`src/rtl/oled_frame_sequencer_if.sv`:
```
// Byte-level handshake between the OLED frame sequencer and the display SPI master.
interface oled_frame_sequencer_if;
    logic [7:0] spi_data;
    logic       spi_dc;
    logic       spi_send;
    logic       spi_send_done;

    modport master (output spi_data, output spi_dc, output spi_send, input spi_send_done);
    modport slave  (input spi_data, input spi_dc, input spi_send, output spi_send_done);
endinterface

```
`src/rtl/oled_frame_sequencer.sv`:
```
// SSD1306 panel reset, init-ROM playback and page-by-page framebuffer streaming.
// Optional periodic self-refresh is enabled by defining OLED_AUTO_REFRESH_EN.
module oled_frame_sequencer #(
    parameter int RST_CYCLES     = 100000,
    parameter int N_PAGES        = 8,
    parameter int N_COLS         = 128,
    parameter int REFRESH_CYCLES = 5000000
) (
    input  logic                          clk,
    input  logic                          reset_n,
    input  logic                          refresh_req,
    output logic                          busy,
    output logic                          init_done,
    output logic                          frame_done,
    output logic [9:0]                    fb_addr,
    input  logic [7:0]                    fb_rdata,
    output logic                          oled_res_n,
    oled_frame_sequencer_if.master        spi
);
    localparam int RST_W = (RST_CYCLES > 1) ? $clog2(RST_CYCLES) : 1;
    localparam logic [RST_W-1:0] RST_LAST  = RST_W'(RST_CYCLES - 1);
    localparam logic [6:0]       COL_LAST  = 7'(N_COLS - 1);
    localparam logic [2:0]       PAGE_LAST = 3'(N_PAGES - 1);
    localparam logic [4:0]       ROM_LAST  = 5'd24;

    typedef enum logic [2:0] {
        S_PANEL_RST, S_RST_WAIT, S_INIT, S_IDLE, S_PAGE_CMD, S_FETCH, S_PAGE_DATA
    } state_t;

    state_t           state_q;
    logic [RST_W-1:0] rst_cnt_q;
    logic [4:0]       rom_idx_q;
    logic [1:0]       cmd_idx_q;
    logic [2:0]       page_q;
    logic [6:0]       col_q;
    logic             drain_q;
    logic             fetch_wait_q;
    logic             pending_q;
    logic             busy_q, init_done_q, frame_done_q, oled_res_n_q;
    logic [9:0]       fb_addr_q;
    logic [7:0]       spi_data_q;
    logic             spi_dc_q, spi_send_q;
    logic             auto_tick;
    logic             byte_ack;
    logic [2:0]       page_inc;

    function automatic logic [7:0] init_rom(input logic [4:0] idx);
        case (idx)
            5'd0:  return 8'hAE;  5'd1:  return 8'hD5;  5'd2:  return 8'h80;
            5'd3:  return 8'hA8;  5'd4:  return 8'h3F;  5'd5:  return 8'hD3;
            5'd6:  return 8'h00;  5'd7:  return 8'h40;  5'd8:  return 8'h8D;
            5'd9:  return 8'h14;  5'd10: return 8'h20;  5'd11: return 8'h02;
            5'd12: return 8'hA1;  5'd13: return 8'hC8;  5'd14: return 8'hDA;
            5'd15: return 8'h12;  5'd16: return 8'h81;  5'd17: return 8'hCF;
            5'd18: return 8'hD9;  5'd19: return 8'hF1;  5'd20: return 8'hDB;
            5'd21: return 8'h40;  5'd22: return 8'hA4;  5'd23: return 8'hA6;
            default: return 8'hAF;
        endcase
    endfunction

    function automatic logic [9:0] fb_index(input logic [2:0] p, input logic [6:0] c);
        return 10'(int'(p) * N_COLS + int'(c));
    endfunction

    // A byte is acknowledged once done has been seen high and then low again.
    assign byte_ack = drain_q && !spi.spi_send_done;
    assign page_inc = page_q + 3'd1;

`ifdef OLED_AUTO_REFRESH_EN
    localparam int RF_W = (REFRESH_CYCLES > 1) ? $clog2(REFRESH_CYCLES) : 1;
    localparam logic [RF_W-1:0] RF_LAST = RF_W'(REFRESH_CYCLES - 1);
    logic [RF_W-1:0] refresh_cnt_q;

    always_ff @(posedge clk) begin
        if (!reset_n) begin
            refresh_cnt_q <= '0;
        end else if (init_done_q) begin
            refresh_cnt_q <= (refresh_cnt_q == RF_LAST) ? '0 : refresh_cnt_q + 1'b1;
        end
    end
    assign auto_tick = init_done_q && (refresh_cnt_q == RF_LAST);
`else
    assign auto_tick = (REFRESH_CYCLES < 0);
`endif

    always_ff @(posedge clk) begin
        if (!reset_n) begin
            state_q      <= S_PANEL_RST;
            rst_cnt_q    <= '0;
            rom_idx_q    <= '0;
            cmd_idx_q    <= '0;
            page_q       <= '0;
            col_q        <= '0;
            drain_q      <= 1'b0;
            fetch_wait_q <= 1'b0;
            pending_q    <= 1'b0;
            busy_q       <= 1'b1;
            init_done_q  <= 1'b0;
            frame_done_q <= 1'b0;
            oled_res_n_q <= 1'b0;
            fb_addr_q    <= '0;
            spi_data_q   <= 8'h00;
            spi_dc_q     <= 1'b0;
            spi_send_q   <= 1'b0;
        end else begin
            frame_done_q <= 1'b0;
            if (state_q == S_INIT || state_q == S_PAGE_CMD || state_q == S_PAGE_DATA) begin
                if (!drain_q && spi.spi_send_done) begin
                    spi_send_q <= 1'b0;
                    drain_q    <= 1'b1;
                end else if (byte_ack) begin
                    drain_q <= 1'b0;
                end
            end
            case (state_q)
                S_PANEL_RST: begin
                    if (rst_cnt_q == RST_LAST) begin
                        rst_cnt_q    <= '0;
                        oled_res_n_q <= 1'b1;
                        state_q      <= S_RST_WAIT;
                    end else begin
                        rst_cnt_q <= rst_cnt_q + 1'b1;
                    end
                end
                S_RST_WAIT: begin
                    if (rst_cnt_q == RST_LAST) begin
                        rst_cnt_q  <= '0;
                        rom_idx_q  <= '0;
                        spi_data_q <= init_rom(5'd0);
                        spi_dc_q   <= 1'b0;
                        spi_send_q <= 1'b1;
                        state_q    <= S_INIT;
                    end else begin
                        rst_cnt_q <= rst_cnt_q + 1'b1;
                    end
                end
                S_INIT: begin
                    if (byte_ack) begin
                        if (rom_idx_q == ROM_LAST) begin
                            init_done_q <= 1'b1;
                            busy_q      <= 1'b0;
                            state_q     <= S_IDLE;
                        end else begin
                            rom_idx_q  <= rom_idx_q + 5'd1;
                            spi_data_q <= init_rom(rom_idx_q + 5'd1);
                            spi_send_q <= 1'b1;
                        end
                    end
                end
                S_IDLE: begin
                    if (pending_q) begin
                        pending_q  <= 1'b0;
                        page_q     <= '0;
                        cmd_idx_q  <= '0;
                        spi_data_q <= 8'hB0;
                        spi_dc_q   <= 1'b0;
                        spi_send_q <= 1'b1;
                        busy_q     <= 1'b1;
                        state_q    <= S_PAGE_CMD;
                    end
                end
                S_PAGE_CMD: begin
                    if (byte_ack) begin
                        if (cmd_idx_q == 2'd0) begin
                            spi_data_q <= 8'h00;
                            spi_send_q <= 1'b1;
                            cmd_idx_q  <= 2'd1;
                        end else if (cmd_idx_q == 2'd1) begin
                            spi_data_q <= 8'h10;
                            spi_send_q <= 1'b1;
                            cmd_idx_q  <= 2'd2;
                        end else begin
                            col_q        <= '0;
                            fb_addr_q    <= fb_index(page_q, 7'd0);
                            fetch_wait_q <= 1'b0;
                            state_q      <= S_FETCH;
                        end
                    end
                end
                S_FETCH: begin
                    // First cycle presents the address, second cycle captures the read data.
                    if (!fetch_wait_q) begin
                        fetch_wait_q <= 1'b1;
                    end else begin
                        fetch_wait_q <= 1'b0;
                        spi_data_q   <= fb_rdata;
                        spi_dc_q     <= 1'b1;
                        spi_send_q   <= 1'b1;
                        state_q      <= S_PAGE_DATA;
                    end
                end
                S_PAGE_DATA: begin
                    if (byte_ack) begin
                        if (col_q == COL_LAST) begin
                            if (page_q == PAGE_LAST) begin
                                frame_done_q <= 1'b1;
                                busy_q       <= 1'b0;
                                state_q      <= S_IDLE;
                            end else begin
                                page_q     <= page_inc;
                                cmd_idx_q  <= '0;
                                spi_data_q <= {4'hB, 1'b0, page_inc};
                                spi_dc_q   <= 1'b0;
                                spi_send_q <= 1'b1;
                                state_q    <= S_PAGE_CMD;
                            end
                        end else begin
                            col_q        <= col_q + 7'd1;
                            fb_addr_q    <= fb_index(page_q, col_q + 7'd1);
                            fetch_wait_q <= 1'b0;
                            state_q      <= S_FETCH;
                        end
                    end
                end
                default: state_q <= S_PANEL_RST;
            endcase
            // Late assignment wins, so a request coinciding with consumption stays pending.
            if (refresh_req || auto_tick) begin
                pending_q <= 1'b1;
            end
        end
    end

    assign busy         = busy_q;
    assign init_done    = init_done_q;
    assign frame_done   = frame_done_q;
    assign fb_addr      = fb_addr_q;
    assign oled_res_n   = oled_res_n_q;
    assign spi.spi_data = spi_data_q;
    assign spi.spi_dc   = spi_dc_q;
    assign spi.spi_send = spi_send_q;
endmodule

```
`src/flat_wrapper.sv`:
```
// flat-port wrapper written by rule: the top's interface ports become plain ports
module oled_frame_sequencer_flat 
#(
    parameter int RST_CYCLES     = 100000,
    parameter int N_PAGES        = 8,
    parameter int N_COLS         = 128,
    parameter int REFRESH_CYCLES = 5000000
)
  (clk, reset_n, refresh_req, busy, init_done, frame_done, fb_addr, fb_rdata, oled_res_n, spi_spi_data, spi_spi_dc, spi_spi_send, spi_spi_send_done);
  oled_frame_sequencer_if spi_i ();
  input  logic clk;
  input  logic reset_n;
  input  logic refresh_req;
  output logic busy;
  output logic init_done;
  output logic frame_done;
  output logic [9:0] fb_addr;
  input  logic [7:0] fb_rdata;
  output logic oled_res_n;
  output wire logic [$bits(spi_i.spi_data)-1:0] spi_spi_data;
  output wire logic [$bits(spi_i.spi_dc)-1:0] spi_spi_dc;
  output wire logic [$bits(spi_i.spi_send)-1:0] spi_spi_send;
  input wire logic [$bits(spi_i.spi_send_done)-1:0] spi_spi_send_done;
  assign spi_spi_data = spi_i.spi_data;
  assign spi_spi_dc = spi_i.spi_dc;
  assign spi_spi_send = spi_i.spi_send;
  assign spi_i.spi_send_done = spi_spi_send_done;
  oled_frame_sequencer #(.RST_CYCLES(RST_CYCLES), .N_PAGES(N_PAGES), .N_COLS(N_COLS), .REFRESH_CYCLES(REFRESH_CYCLES)) u_core (.clk(clk), .reset_n(reset_n), .refresh_req(refresh_req), .busy(busy), .init_done(init_done), .frame_done(frame_done), .fb_addr(fb_addr), .fb_rdata(fb_rdata), .oled_res_n(oled_res_n), .spi(spi_i));
endmodule
```
`config.mk`:
```
export PLATFORM = sky130hd
export DESIGN_NAME = oled_frame_sequencer_flat
export DESIGN_NICKNAME = d
export VERILOG_FILES = /design/src/rtl/oled_frame_sequencer_if.sv /design/src/rtl/oled_frame_sequencer.sv /design/src/flat_wrapper.sv
export SDC_FILE = /design/constraint.sdc
export NUM_CORES = 1
export LEC_CHECK = 0
export ABC_AREA = 1
export BUFFER_PORTS_ARGS = -buffer_cell sky130_fd_sc_hd__buf_2
export CAP_MARGIN = 40
export CORE_MARGIN = 4
export CORE_UTILIZATION = 50
export CTS_CLUSTER_SIZE = 28
export DETAILED_ROUTE_END_ITERATION = 16
export HOLD_SLACK_MARGIN = 0.06
export PLACE_DENSITY = 0.69
export SKIP_CTS_REPAIR_TIMING = 1
export SLEW_MARGIN = 0
export SYNTH_ARGS = -nofsm -noshare
export SYNTH_HDL_FRONTEND = slang
export SYNTH_SLANG_ARGS = --single-unit
export TNS_END_PERCENT = 20
```
`constraint.sdc`:
```
create_clock -name clk -period 2.2 [get_ports clk]
set_input_delay 0.11 -clock clk [delete_from_list [all_inputs] [get_ports clk]]
set_output_delay 0.11 -clock clk [all_outputs]
set_load 0.05 [all_outputs]
```
Word level (Yosys, flattened, before mapping). Memory sizes are Yosys's and may differ from the RTL's. Index checks and enable logic that the tools add are counted.

Memories: 1. Output and inout port bits: 24. Memory bits (writable): 0. Memory bits (read-only): 256. Bits in registers: 64. Input bits: 12. Word-level logic and storage cells: 177. Bits in latches: 0.

Magnitude comparators: 0. Multiplexer cells: 95. Multipliers: 0. Add/subtract/negate cells: 5. Div/mod/pow operators: 0. Equal/unequal tests: 27. Reduce and logical (&&, ||, !) cells: 32. Shift-type cells: 0. Bitwise operators: 0.

Memories: (no name shown) (words 32, bits a word 8, read ports 1, clocked after Yosys merged registers in 0, wr ports 0, line oled_frame_sequencer.sv:48) `case (idx)`.

Operators with widths (count): 2-to-1 mux 8 bit (11); 2-to-1 mux 10 bit (5); 2-to-1 mux 3 bit (16); one-hot mux 8 bit (6 select lines) (1); 2-to-1 mux 1 bit (36); 2-to-1 mux 7 bit (5); one-hot mux 3 bit (7 select lines) (1); AND reduction 7 bit (3); one-hot mux 10 bit (2 select lines) (1); adder 17 x 1 -> 17 bit (second input constant) (1); == test 17 bit (second input constant) (1); 2-to-1 mux 17 bit (1); != test 2 bit (second input constant) (8); 2-to-1 mux 5 bit (3); 2-to-1 mux 2 bit (7); != test 2 x 1 -> 1 bit (second input constant) (7); one-hot mux 7 bit (2 select lines) (1); == test 3 bit (second input constant) (4); AND reduction 6 bit (2); AND reduction 11 bit (1); adder 10 x 7 -> 10 bit (1); one-hot mux 5 bit (2 select lines) (1); AND reduction 10 bit (1); nonzero test 2 bit (5); 27 further kinds (36).

Depth between registers and ports, before layout. Gate-level depths: netlist (run 1).

Word-level depth: 8. Depth in mapped cells: 13. Gate-level depth less buffers: 13.

Least setup slack after synthesis (run 1). OpenSTA, ideal clock, no wires.

Path kind: register to register. Start point: register u_core.col_q[1]. End point: register u_core.spi_data_q[3] (netlist: u_core.spi.spi_data[3]). Data required time: 2.082 ns. Arrival time: 1.963 ns. Buffers on the path: 1. Setup time: 0.118 ns. Cell stages (with the launch flop): 12. Path slack: 0.119 ns. Clock period less this slack: 2.081 ns. Path through: dfxtp_1 ha_1 nand3_1 nor2_1 nand3_1 nand3_1 nand2_1 nand2_2 buf_4 nand3_1 nor2_1 nor2_1.

Longest elaborated chain between the ends: 3.

Ends and longest elaborated chain: start, declared (line oled_frame_sequencer.sv:35) `logic [6:0] col_q;`; start signal, assigned (line oled_frame_sequencer.sv:208) `col_q <= col_q + 7'd1;`; == test 7 bit (line oled_frame_sequencer.sv:194) `if (col_q == COL_LAST) begin`; != test 2 bit (no line); AND reduction 11 bit (no line); end signal, assigned (line oled_frame_sequencer.sv:145) `spi_data_q <= init_rom(rom_idx_q + 5'd1);`; end signal, assigned (line oled_frame_sequencer.sv:186) `spi_data_q <= fb_rdata;`; end signal, assigned (line oled_frame_sequencer.sv:202) `spi_data_q <= {4'hB, 1'b0, page_inc};`; end, declared (line oled_frame_sequencer.sv:41) `logic [7:0] spi_data_q;`.

Every way passes these cells. A chain may end at the register's enable or synchronous reset.

Worst setup path in the final report (run 1).
Start point: register u_core.col_q[1]. End point: register u_core.spi_data_q[7] (netlist: u_core.spi.spi_data[7]).

Same word-level chain as after synthesis.

==> results.py, run 1 <==
metrics = {
    "outcome": {
        "outcome": "finished clean",
    },
    "cells_and_area": {
        "final_cell_area_um2": 3980,
        "num-nets-final": 622,
        "most_common_cell_after_layout_fill_and_taps_aside": "nand2_1",
        "syn2layout_area_growth_pct": 14.2,
        "stdcell_count": 700,
        "antenna_diode_count": 0,
        "final_layout_size_suffix_gt1_share_pct": 14.1,
        "final_cell_mix": "nand2_1, nor2_1, inv_1",
    },
    "pwr": {
        "power_per_cell_area_nw_per_um2": 787,
        "power.leakage_uw": 0.00189,
        "total_power_uw": 3130,
        "vdd.ir_drop.worst_uv": 546,
    },
    "floorplan": {
        "rows": 30,
        "die_x_um": 91.5,
        "io_pins": 36,
        "core-area_um2": 6790,
        "initial_utilization_pct": 51.3,
        "floorplan.die_area_um2": 8370,
        "floorplan.die.height_um": 91.5,
    },
    "clock_tree": {
        "numCtsBuffers": 9,
        "numClockSinks": 57,
        "clk_transition_reported_paths_ns": 0.08,
        "clkLatencyLatePin_ns": 0.35,
        "max_buffers_root_to_sink": 2,
        "cts_htree_levels": 3,
        "cts_tree": "built",
        "ctsRootBufferMaster": "clkbuf_8",
    },
    "placement": {
        "routabilityCongestion": 0.919,
        "dpl.hpwl_um": 6780,
        "place_area_um2": 3790,
        "port_buffers": 35,
        "place_inst": 683,
    },
    "route": {
        "route.antenna.remaining_nets": 0,
        "vias": 3564,
        "viasPerCell": 5.09,
        "drt-wirelength-per-cell_um": 12.7,
        "detailedRoute.firstIterationViolations": 166,
        "drc": 0,
        "finalWirelength_um": 8890,
        "drt_pass1_iterations": 7,
    },
    "logic_synthesis": {
        "synth-compound-area-share_pct": 11.5,
        "synth_simple_gate_area_share_pct": 39.6,
        "synthDominantCellAreaShare_pct": 32.8,
        "post_synth.cell_area_avg_um2": 6.29,
        "synth_cell_types": 35,
        "synth_mux_area_share_pct": 0,
        "netlist_area_um2": 3480,
        "synth_seq_area_share_pct": 32.8,
        "synth_top_area_cell": "dfxtp_1",
        "post_synth_main_area_contributors": "dfxtp_1, nand2_1, nor2_1",
        "net_count_synth": 577,
        "yosys_register_bits": 57,
        "synth_warnings": 0,
        "synth_xor_area_share_pct": 2.01,
        "synth_cells": 554,
        "post_synth_adder_cell_area_pct": 3.95,
        "synth_top_family_by_area": "simple AND/OR/NAND/NOR gates",
    },
    "sta": {
        "fmax_mhz": 507,
        "final-hold-violation-count": 0,
        "finalMaxSlewViolations": 0,
        "fin_hold_ws_ns": 0.0753,
        "fin_setup_tns_ns": 0,
        "finClkSkew_ns": 0.0141,
        "slew-limit-headroom_pct": 71.1,
        "timing_worst_slew_pin_value_ns": 0.432,
        "fin_crit_sh_pct": 89.6,
        "final_critical_path_time_including_i_o_delays_and_setup_ns": 1.97,
        "setup_violations": 0,
        "rsz0062_at_grt": "no",
    },
    "critical_path": {
        "cp-startpoint": "u_core.col_q[1]$_SDFFE_PN0P_",
        "timing.critical_path.to": "u_core.spi.spi_data[7]$_SDFFE_PN0P_",
        "critPathRequiredTime_ns": 2.45,
        "critical_path_peak_fanout": 13,
        "r2r-end": "u_core.spi.spi_data[7]$_SDFFE_PN0P_",
        "cp_data_arrival_time_ns": 2.22,
        "worstSetupStartpointType": "register",
        "crit-reg2reg-launch": "u_core.col_q[1]$_SDFFE_PN0P_",
        "reg2reg_setup_slack_ns": 0.23,
        "worstSetupPathType": "register to register",
        "worst-r2r-cell-count": 10,
        "critPathCaptureType": "register",
    },
    "worst_hold_path": {
        "worstHoldPathType": "input port to register",
        "hp-start": "fb_rdata[7]",
    },
    "grt": {
        "gr-total-overflow": 0,
        "number_of_antenna_violations_at_the_first_check_in_global_routing": 0,
        "grt_pass1_vias": 3199,
        "grt_first_pass_wirelength_um": 14700,
        "grt_start_max_net_pins": 21,
        "grt.total_usage_pct": 21.6,
    },
    "flow_run": {
        "drv.max_cap_violation_count": 0,
    },
}
-- critical path, stage by stage, from the launching register on --
cell     delay [ns]
dfxtp_1        0.38
ha_1           0.21
nand3_1        0.12
nor2_1         0.37
nand3_1        0.13
nand3_1        0.10
nand2_1        0.06
nand2_2        0.22
nand2_1        0.11
nor2_1         0.14
nor2_1         0.05
-- Yosys cell counts, drive strengths merged --
cell and instances:
inv 74, xor2 6, dfxtp 57, a211oi 2, nand4 13, nor2 95, ha 11, or2 2
nand2 146, a21boi 1, o21a 1, buf 7, nand3 41, a21oi 36, o21ai 31, nor4 2
clkbuf 5, a221oi 2, o211ai 1, nor3 15, xnor2 2, nor3b 4
-- report_power, final --
part	total (uW)	switching (uW)	leakage, uW	internal [uW]
clock network	896	456	0.0000887	440
logic	1020	683	0.00134	338
registers	1210	101	0.000461	1110
total	3130	1240	0.00189	1890
-- kinds of logic after synthesis --
family          Yosys count
flops                    57
fa+ha+maj                11
compound gates           74
simple gates            318
xor+xnor                  8
buf+inv                  86
-- cell type report --
| cell class | count | area (um^2) |
|---|---|---|
| fillers | 680 | 2820 |
| clock buffers | 10 | 138 |
| well taps | 96 | 120 |
| flip-flops and latches | 57 | 1140 |
| multi-input cells | 411 | 1990 |
| inverters | 74 | 278 |
| clock inverters | 6 | 42.5 |
| repair buffers | 46 | 268 |
-- per-stage QoR --
stage,util (%),setup WS (ns)
floorplan,-,0.119
global placement,55.5,0.277
detailed placement,55.7,0.230
CTS,58.4,0.240
global route,58.5,0.0467
finish,58.5,0.228
-- worst min-delay path by stage --
stage / end / cells past startpoint
floorplan: u_core.pending_q$_SDFFE_PN0P_ / 2
CTS: u_core.pending_q$_SDFFE_PN0P_ / 3
global route: u_core.spi.spi_data[7]$_SDFFE_PN0P_ / 5
detailed placement: u_core.pending_q$_SDFFE_PN0P_ / 3
finish: u_core.spi.spi_data[7]$_SDFFE_PN0P_ / 5
global placement: u_core.pending_q$_SDFFE_PN0P_ / 3
-- metal layers --
metal  vias to the layer above  part of all wire (%)  global-route usage [%]
li1                       1869                     -                       -
met2                       104                    46                    34.4
met5                         -                     0                       0
met1                      1574                    47                    28.2
met3                        17                   4.9                    4.56
met4                         0                   2.1                    8.79
-- registers in the layout (all words and copies together), names as in the netlist, 2 cells and up --
name	flops
u_core.fb_addr	4
u_core.col_q	6
u_core.page_q	3
u_core.rom_idx_q	5
u_core.rst_cnt_q	17
u_core.cmd_idx_q	2
u_core.spi.spi_data	8
u_core.state_q	3
Power figures use the tool's default switching activity.
==> run 2, diff against run 1 <==
- CORE_MARGIN: 4 -> 1.5
- CORE_UTILIZATION: 50 -> 36
- PLACE_DENSITY: 0.69 -> unset
==> run 2 against run 1 <==
Against the previous run:
- clock power increased by 4.2%
- critical endpoint is now u_core.spi.spi_data[4]$_SDFFE_PN0P_
- worst setup slack gained 0.041 ns
- register-to-register slack improved by 0.04 ns
- critical path depth stayed put
- sequential share of layout area down 0.37 points
- sequential power hardly changed
- fmax rose by 2.1%
- die area rose by 23%
- utilization down 15 points
- combinational power about the same
==> results.py, run 2 (synthesis results as in run 1) <==
metrics = {
    "sta": {
        "timing_worst_slew_pin_value_ns": 0.401,
        "final-hold-violation-count": 0,
        "final_critical_path_time_including_i_o_delays_and_setup_ns": 1.93,
        "fin_setup_tns_ns": 0,
        "fin_crit_sh_pct": 87.8,
        "slew-limit-headroom_pct": 73.2,
        "setup_violations": 0,
        "rsz0062_at_grt": "no",
        "fin_hold_ws_ns": 0.0952,
        "fmax_mhz": 518,
        "finalMaxSlewViolations": 0,
        "finClkSkew_ns": 0.0106,
    },
    "worst_hold_path": {
        "holdPathStages": 5,
        "min_delay_worst_endpoint": "u_core.spi.spi_data[5]$_SDFFE_PN0P_",
        "worstHoldPathType": "input port to register",
        "hp-start": "fb_rdata[5]",
    },
    "floorplan": {
        "rows": 35,
        "die_x_um": 101,
        "floorplan.die.height_um": 101,
        "io_pins": 36,
        "core-area_um2": 9330,
        "initial_utilization_pct": 37.3,
        "floorplan.die_area_um2": 10300,
    },
    "grt": {
        "gr-total-overflow": 0,
        "grt_start_max_net_pins": 24,
        "grt_first_pass_wirelength_um": 15100,
        "grt.total_usage_pct": 18.4,
        "number_of_antenna_violations_at_the_first_check_in_global_routing": 0,
        "grt_pass1_vias": 3311,
    },
    "flow_run": {
        "drv.max_cap_violation_count": 0,
    },
    "critical_path": {
        "worstPathBufferInverterCount": 2,
        "critical_path_peak_fanout": 13,
        "cpLargestDelayFamily": "simple AND/OR/NAND/NOR gates",
        "worstSetupStartpointType": "register",
        "cp_slowest_stage_delay_ns": 0.53,
        "critPathSlowestCell": "dfxtp_1",
        "worstSetupPathType": "register to register",
        "crit-reg2reg-launch": "u_core.state_q[0]$_SDFFE_PN0P_",
        "cp_data_arrival_time_ns": 2.19,
        "r2r-end": "u_core.spi.spi_data[4]$_SDFFE_PN0P_",
        "critPathRequiredTime_ns": 2.46,
        "critPathCaptureType": "register",
        "reg2reg_setup_slack_ns": 0.27,
        "cp_cell_sequence": "nand2_2 -> nor2_1 -> nand2_1 -> inv_1 -> nor2_1 -> nand2_1 -> nand2_2 -> inv_1 -> nand2_1 -> a21oi_1",
        "worst-path-stages": 10,
        "worst-r2r-cell-count": 10,
        "path_common_cell": "nand2_1",
    },
    "placement": {
        "place_area_um2": 3820,
        "port_buffers": 35,
        "dpl.hpwl_um": 6850,
        "routabilityCongestion": 0.990,
    },
    "clock_tree": {
        "max_buffers_root_to_sink": 2,
        "cts_tree": "built",
        "numClockSinks": 57,
        "clkLatencyLatePin_ns": 0.33,
        "cts_htree_levels": 3,
        "ctsRootBufferMaster": "clkbuf_8",
        "numCtsBuffers": 9,
        "clk_transition_reported_paths_ns": 0.06,
    },
    "cells_and_area": {
        "syn2layout_area_growth_pct": 15.7,
        "utilization_pct": 43.2,
        "most_common_cell_after_layout_fill_and_taps_aside": "nand2_1",
        "final_layout_size_suffix_gt1_share_pct": 14.0,
        "final_cell_mix": "nand2_1, nor2_1, inv_1",
        "largest_register_ff_count": 17,
        "num-nets-final": 620,
        "registers.top_by_ff_count": "u_core.rst_cnt_q",
        "final_cell_area_um2": 4030,
        "antenna_diode_count": 0,
    },
    "route": {
        "detailedRoute.firstIterationViolations": 231,
        "route.antenna.remaining_nets": 0,
        "vias": 3534,
        "finalWirelength_um": 8980,
        "routedLengthMet1_um": 4260,
        "viasPerCell": 4.83,
        "met3WireLength_um": 485,
        "drc": 0,
        "drt_pass1_iterations": 7,
        "met2WireLength_um": 4150,
        "uppermost_metal_layer_occupied_by_signal_nets": "met4",
        "drt-wirelength-per-cell_um": 12.3,
    },
    "pwr": {
        "power_per_cell_area_nw_per_um2": 790,
        "power.leakage_uw": 0.00190,
        "vdd.ir_drop.worst_uv": 307,
    },
    "outcome": {
        "outcome": "finished clean",
    },
}
run 2: worst register-to-register path: stages, from the launching register on:
cell	delay, ns
dfxtp_1	0.53
nand2_2	0.15
nor2_1	0.34
nand2_1	0.15
inv_1	0.10
nor2_1	0.05
nand2_1	0.06
nand2_2	0.15
inv_1	0.13
nand2_1	0.06
a21oi_1	0.13
run 2: how the worst max path moves through the flow:
stage	start	to
2_1_floorplan	u_core.col_q[1]$_SDFFE_PN0P_	u_core.spi.spi_data[3]$_SDFFE_PN0P_
3_3_place_gp	u_core.col_q[0]$_SDFFE_PN0P_	u_core.spi.spi_data[7]$_SDFFE_PN0P_
3_5_place_dp	u_core.col_q[1]$_SDFFE_PN0P_	u_core.spi.spi_data[7]$_SDFFE_PN0P_
4_1_cts	u_core.col_q[0]$_SDFFE_PN0P_	u_core.spi.spi_data[5]$_SDFFE_PN0P_
5_1_grt	u_core.state_q[0]$_SDFFE_PN0P_	u_core.spi.spi_data[4]$_SDFFE_PN0P_
6_report	u_core.state_q[0]$_SDFFE_PN0P_	u_core.spi.spi_data[4]$_SDFFE_PN0P_
run 2: report_power, final:
group | internal [uW] | switching (uW)
sequential | 1110 | 87.3
clock | 499 | 435
combinational | 349 | 701
run 2: per-stage QoR:
step | power [uW] | std cells | worst slack, ns
after floorplan | 2010 | 554 | 0.119
after global placement | 2260 | 713 | 0.246
after detailed placement | 2260 | 714 | 0.247
after CTS | 3210 | 730 | 0.230
after global routing | 3400 | 731 | 0.00963
final | 3180 | 731 | 0.269
run 2: layout make-up:
class	instances	area, um^2
well taps	129	161
fillers	996	5300
multi-input cells	411	1990
clock buffers	12	165
inverters	74	278
clock inverters	4	26.3
flip-flops and latches	57	1140
repair buffers	44	265
run 2: routing by layer:
metal | GRT usage [%] | up-vias
li1 | - | 1861
met1 | 24.2 | 1566
met2 | 29.8 | 95
met3 | 3.93 | 12
met4 | 6.73 | 0
met5 | 0 | -
